==> src/rtl/cdb_pkg.sv <==
// -----------------------------------------------------------------------------
// cdb_pkg
// Shared definitions for the CDB / register-file writeback path.
//   XLEN, TAG_W, NUM_SRC, REG_AW : datapath widths and source count
//   cdb_pkt_t                    : one registered broadcast (valid, tag, rd, data)
//   SRC_ALU..SRC_LOAD            : fixed source index of each functional unit
// -----------------------------------------------------------------------------
package cdb_pkg;

  localparam int XLEN    = 32;
  localparam int TAG_W   = 4;
  localparam int NUM_SRC = 4;
  localparam int REG_AW  = 5;

  localparam int SRC_ALU  = 0;
  localparam int SRC_MUL  = 1;
  localparam int SRC_DIV  = 2;
  localparam int SRC_LOAD = 3;

  typedef struct packed {
    logic              valid;
    logic [TAG_W-1:0]  tag;
    logic [REG_AW-1:0] rd;
    logic [XLEN-1:0]   data;
  } cdb_pkt_t;

endpackage

==> src/rtl/rr_arbiter.sv <==
// -----------------------------------------------------------------------------
// rr_arbiter
// Purely combinational round-robin pick. The search starts at ptr and walks
// ptr, ptr+1, ... modulo N; the first requester found wins.
//   req       in  N   request vector
//   ptr       in  PW  highest-priority index for this cycle
//   grant     out N   one-hot grant, zero when nothing requests
//   grant_idx out PW  encoded winner (0 when nothing requests)
// -----------------------------------------------------------------------------
module rr_arbiter #(
  parameter  int N  = 4,
  localparam int PW = (N > 1) ? $clog2(N) : 1
) (
  input  logic [N-1:0]  req,
  input  logic [PW-1:0] ptr,
  output logic [N-1:0]  grant,
  output logic [PW-1:0] grant_idx
);

  // cand_idx[k] is the source examined at search offset k, i.e. (ptr+k) mod N.
  logic [PW-1:0] cand_idx [N];
  logic [N-1:0]  req_rot;
  logic          found;

  genvar gi;
  generate
    for (gi = 0; gi < N; gi++) begin : g_off
      logic [PW:0] sum;
      assign sum          = {1'b0, ptr} + (PW+1)'(gi);
      // One conditional subtract is enough: ptr < N and gi < N.
      assign cand_idx[gi] = (sum >= (PW+1)'(N)) ? PW'(sum - (PW+1)'(N)) : sum[PW-1:0];
      assign req_rot[gi]  = req[cand_idx[gi]];
    end
  endgenerate

  always_comb begin
    grant_idx = '0;
    found     = 1'b0;
    for (int k = 0; k < N; k++) begin
      if (!found && req_rot[k]) begin
        found     = 1'b1;
        grant_idx = cand_idx[k];
      end
    end
    grant = found ? (N'(1) << grant_idx) : '0;
  end

endmodule

==> src/rtl/cdb_writeback_arbiter.sv <==
// -----------------------------------------------------------------------------
// cdb_writeback_arbiter
// Collects completed results from NUM_SRC functional units and registers one
// per cycle onto the CDB broadcast and the register-file write port. Outputs
// come straight from posedge registers so the register file can sample them on
// the following negedge.
//   clk, reset                   clock, asynchronous active-high reset
//   src_valid / src_ready        per-source handshake (ready is combinational)
//   src_tag / src_rd / src_data  packed per-source payload, source i at slot i
//   cdb_hold                     freeze the output stage, pointer and counter
//   flush                        squash: no grant, output valid cleared
//   cdb_valid/cdb_tag/cdb_data   CDB broadcast
//   RegWrite/writeaddr/writedata register-file write port (never writes x0)
//   bcast_count                  completed broadcasts, wraps modulo 2^32
// -----------------------------------------------------------------------------
module cdb_writeback_arbiter #(
  parameter int NUM_SRC = cdb_pkg::NUM_SRC,
  parameter int TAG_W   = cdb_pkg::TAG_W,
  parameter int XLEN    = cdb_pkg::XLEN
) (
  input  logic                              clk,
  input  logic                              reset,
  input  logic [NUM_SRC-1:0]                src_valid,
  output logic [NUM_SRC-1:0]                src_ready,
  input  logic [NUM_SRC*TAG_W-1:0]          src_tag,
  input  logic [NUM_SRC*cdb_pkg::REG_AW-1:0] src_rd,
  input  logic [NUM_SRC*XLEN-1:0]           src_data,
  input  logic                              cdb_hold,
  input  logic                              flush,
  output logic                              cdb_valid,
  output logic [TAG_W-1:0]                  cdb_tag,
  output logic [XLEN-1:0]                   cdb_data,
  output logic                              RegWrite,
  output logic [cdb_pkg::REG_AW-1:0]        writeaddr,
  output logic [XLEN-1:0]                   writedata,
  output logic [31:0]                       bcast_count
);

  import cdb_pkg::*;

  localparam int PW = (NUM_SRC > 1) ? $clog2(NUM_SRC) : 1;

  // Unpacked views of the per-source payload buses.
  logic [TAG_W-1:0]  tag_arr  [NUM_SRC];
  logic [REG_AW-1:0] rd_arr   [NUM_SRC];
  logic [XLEN-1:0]   data_arr [NUM_SRC];

  genvar gi;
  generate
    for (gi = 0; gi < NUM_SRC; gi++) begin : g_unpack
      assign tag_arr[gi]  = src_tag[gi*TAG_W +: TAG_W];
      assign rd_arr[gi]   = src_rd[gi*REG_AW +: REG_AW];
      assign data_arr[gi] = src_data[gi*XLEN +: XLEN];
    end
  endgenerate

  cdb_pkt_t      pkt_q, pkt_d;
  logic          we_q, we_d;
  logic [PW-1:0] rr_ptr_q, rr_ptr_d;
  logic [31:0]   cnt_q, cnt_d;

  logic [NUM_SRC-1:0] grant_oh;
  logic [PW-1:0]      grant_idx;
  logic               grant_block;
  logic               xfer;

  rr_arbiter #(.N(NUM_SRC)) u_arb (
    .req       (src_valid),
    .ptr       (rr_ptr_q),
    .grant     (grant_oh),
    .grant_idx (grant_idx)
  );

  // Reset is included so a source never sees an accept that the reset erases.
  assign grant_block = cdb_hold | flush | reset;
  assign src_ready   = grant_block ? '0 : grant_oh;
  assign xfer        = |(src_valid & src_ready);

  always_comb begin
    pkt_d    = pkt_q;
    we_d     = we_q;
    rr_ptr_d = rr_ptr_q;
    cnt_d    = cnt_q;
    if (flush) begin
      // Flush wins over hold; payload is left as-is since valid is cleared.
      pkt_d.valid = 1'b0;
      we_d        = 1'b0;
    end else if (!cdb_hold) begin
      if (xfer) begin
        pkt_d.valid = 1'b1;
        pkt_d.tag   = tag_arr[grant_idx];
        pkt_d.rd    = rd_arr[grant_idx];
        pkt_d.data  = data_arr[grant_idx];
        // A result aimed at x0 still broadcasts its tag but must not write.
        we_d        = |rd_arr[grant_idx];
        rr_ptr_d    = (grant_idx == PW'(NUM_SRC-1)) ? '0 : grant_idx + PW'(1);
        cnt_d       = cnt_q + 32'd1;
      end else begin
        pkt_d.valid = 1'b0;
        we_d        = 1'b0;
      end
    end
  end

  always_ff @(posedge clk or posedge reset) begin
    if (reset) begin
      pkt_q    <= '0;
      we_q     <= 1'b0;
      rr_ptr_q <= '0;
      cnt_q    <= '0;
    end else begin
      pkt_q    <= pkt_d;
      we_q     <= we_d;
      rr_ptr_q <= rr_ptr_d;
      cnt_q    <= cnt_d;
    end
  end

  assign cdb_valid   = pkt_q.valid;
  assign cdb_tag     = pkt_q.tag;
  assign cdb_data    = pkt_q.data;
  assign RegWrite    = we_q;
  assign writeaddr   = pkt_q.rd;
  assign writedata   = pkt_q.data;
  assign bcast_count = cnt_q;

endmodule

==> config.mk <==
export PLATFORM = sky130hd
export DESIGN_NAME = cdb_writeback_arbiter
export DESIGN_NICKNAME = d
export VERILOG_FILES = /design/src/rtl/cdb_pkg.sv /design/src/rtl/rr_arbiter.sv /design/src/rtl/cdb_writeback_arbiter.sv
export SDC_FILE = /design/constraint.sdc
export NUM_CORES = 1
export LEC_CHECK = 0
export CAP_MARGIN = 20
export CORE_AREA = 2 2 133 102
export DETAILED_ROUTE_END_ITERATION = 6
export DIE_AREA = 0 0 135 104
export PLACE_DENSITY = 0.81
export SYNTH_ARGS = -nofsm -noshare
export SYNTH_HDL_FRONTEND = slang
export SYNTH_SLANG_ARGS = --single-unit
==> constraint.sdc <==
create_clock -name clk -period 3.45 [get_ports clk]
set_input_delay 0.69 -clock clk [delete_from_list [all_inputs] [get_ports clk]]
set_output_delay 0.69 -clock clk [all_outputs]
set_load 0.03 [all_outputs]
==> reports/results.ini <==
[global_routing]
grt_util_all_layers = 0.231
grt_pass1_wl_um = 25700
grt_max_degree = 49
grt_pass1_vias = 4964
antenna_found_initial = 0
globalRouteOverflowTotal = 0

[synth]
synthDistinctLibCells = 45
yosys_register_bits = 77
ys_seq_area_frac = 0.395
syn_area_per_cell_um2 = 8.73
synthCells = 559
ys_warn_count = 0
syn-num-nets = 733
synth_area_um2 = 4880

[run]
drv_cap = 0

[timing]
holdWs_ns = 0.478
drv_slew = 0
report.final.setup_viol = 0
timing_worst_slew_pin_value_ns = 0.647
tns_ns = 0
finalHoldViolCount = 0
post-route-min-period_ns = 3.14
rsz0062_at_grt = false
fin_skew_ns = 0.00501
final.period_utilization = 0.910
max_freq_ghz = 0.318
relSlewSlack = 0.569

[critical_path]
path_buf_inv = 3
critical_path.startpoint = src_valid[2]
crit_top_cell = buf_4
r2r-start = rr_ptr_q[1]$_DFFE_PP0P_
cp_max_fo = 24
required_ns = 2.76
crit_type = input pin to output pin
crit_path_cell_trace = clkdlybuf4s50_1 -> and2b_1 -> nand2_1 -> a2bb2oi_4 -> buf_4 -> and3_1 -> buf_4
cp_slowest_cell = clkdlybuf4s50_1
crit_path_max_incr_delay_ns = 0.57
cp_top_family = buffers and inverters
arrival_ns = 2.45
worstSetupStartpointType = input pin
end_kind = output pin

[hold_path]
hold_path_class = flop to flop
min_from = writeaddr[3]$_DFFE_PP0P_

[cts]
cts_setup_buffers = 0
cts-root-buf = clkbuf_16
cts_tree = built
clock_path_buffers = 2
clk_pin_slew_worst_paths_ns = 0.06
insertion_delay_ns = 0.33
cts.htree.levels = 3
cts_sinks = 77
cts_buffers = 9

[pwr]
powerDensity_nw_per_um2 = 725
p_leak_nw = 3.45
peakVddDrop_uv = 522
finalPower_mw = 5.74

[floorplanning]
io_pins = 283
initial_core_util = 0.382
die_h_um = 104
core_area_um2 = 12800
die-area_um2 = 14000
die_w_um = 135
rows = 36

[route]
wl_um = 16300
drt_iter0_drc = 303
ant_nets = 0
num_vias = 4967
wl_per_cell_um = 16.8
drc_errors = 0
first_pass_iters = 4
viasPerCell = 5.12

[placed_design]
dp.cells = 954
portBuffers = 282
gp_congestion = 0.845
dpl_cell_area_um2 = 7580
dpl.hpwl_um = 12500

[layout]
stdcell_count = 970
area_growth_pct = 62.0
nets = 968
diodes = 0
finalInstanceArea_um2 = 7910
fillCellCount = 1069
final_common_cell = clkdlybuf4s50_1
final_cell_mix = clkdlybuf4s50_1 (278), nand2_1 (140), dfrtp_1 (77)
drive_gt1_frac = 0.0626

[outcome]
status = completed

## state kept, by name, indices dropped and copies added (netlist names)
signal / flops
cdb_valid: 1
cdb_tag: 4
writeaddr: 5
rr_ptr_q: 2
cdb_data: 32
bcast_count: 32
RegWrite: 1
## cells by family after synthesis
| family | count (synthesis) | share of synthesized area |
|---|---|---|
| AND/OR/NAND/NOR | 274 | 0.280 |
| AO/OA/AOI/OAI | 88 | 0.135 |
| buffers and inverters | 79 | 0.102 |
| flip-flops | 77 | 0.395 |
| XOR/XNOR | 31 | 0.0556 |
| multiplexers | 8 | 0.0279 |
| adder cells (fa/ha/maj) | 2 | 0.00512 |
## worst paths after layout
path	end	slack, ns	depth (start not counted)
worst max-delay path	src_ready[2]	0.31	7
max in group asynchronous	cdb_data[9]$_DFFE_PP0P_	2.00	3
worst max register to register	bcast_count[9]$_DFFE_PP0P_	0.76	10
worst min-delay path	writeaddr[3]$_DFFE_PP0P_	0.48	2
min in group asynchronous	cdb_valid$_DFFE_PP0P_	0.71	2
worst min register to register	writeaddr[3]$_DFFE_PP0P_	0.48	2
## power breakdown
group / leakage, nW / switching (mW) / internal (mW)
combinational: 2.31 / 1.88 / 1.39
sequential: 0.991 / 0.260 / 1.17
clock: 0.152 / 0.379 / 0.655
## worst reg2reg max path, delay by kind of cell, from the launching register on
family / cells / cell delay, ns
mux: 1 / 0.35
flops: 1 / 0.53
compound gates: 1 / 0.13
buf+inv: 1 / 0.08
simple gates: 5 / 1.20
fa+ha+maj: 1 / 0.16
xor+xnor: 1 / 0.16
## cells in the mapped netlist, drive strengths merged
library cell,n,area share
mux2,2,0.0054
a22oi,1,0.0026
nand3,10,0.013
o21ai,5,0.0051
o211ai,1,0.0015
a21oi,4,0.0041
o41ai,1,0.0018
xnor2,19,0.034
or2,1,0.0013
inv,8,0.0062
mux4,4,0.018
buf,63,0.089
and2b,1,0.0015
a211oi,36,0.055
clkbuf,8,0.0067
a32oi,1,0.0018
nor2,11,0.0085
dfrtp,77,0.39
nor3,6,0.0062
and3,42,0.054
xor2,12,0.022
a2bb2oi,1,0.0031
nand4,10,0.015
a21o,1,0.0015
nand2,142,0.11
o31ai,36,0.055
and4,5,0.0095
o2111ai,1,0.0031
nand3b,2,0.0031
ha,2,0.0051
nor3b,2,0.0041
and2,40,0.051
nand2b,2,0.0026
mux2i,2,0.0041
## repair_timing
action,CTS,global route
resized for setup,0,1
hold buffers,0,0
endpoints found under the hold margin,0,0
endpoints found under the setup margin,0,1
## per-stage QoR
stage	utilization	worst slack [ns]
2_1_floorplan	-	0.497
3_3_place_gp	0.593	0.103
3_5_place_dp	0.593	0.0429
4_1_cts	0.618	0.0303
5_1_grt	0.618	0.245
6_report	0.618	0.309
## metal layers
layer	up-vias	GRT usage	routed length, um
li1	2368	-	-
met1	2338	0.270	6550
met2	234	0.408	8040
met3	27	0.0746	1460
met4	0	0.0551	288
met5	-	0	0
## final cells by class
| type | instances | area [um2] | share of cell area |
|---|---|---|---|
| multi-input cells | 403 | 2470 | 0.313 |
| repair buffers | 295 | 2940 | 0.372 |
| clock inverters | 5 | 83.8 | 0.0106 |
| clock buffers | 11 | 243 | 0.0307 |
| flip-flops and latches | 77 | 1930 | 0.244 |
| well taps | 171 | 214 | 0.0270 |
| inverters | 8 | 31.3 | 0.00395 |
(Power assumes the default switching activity.)
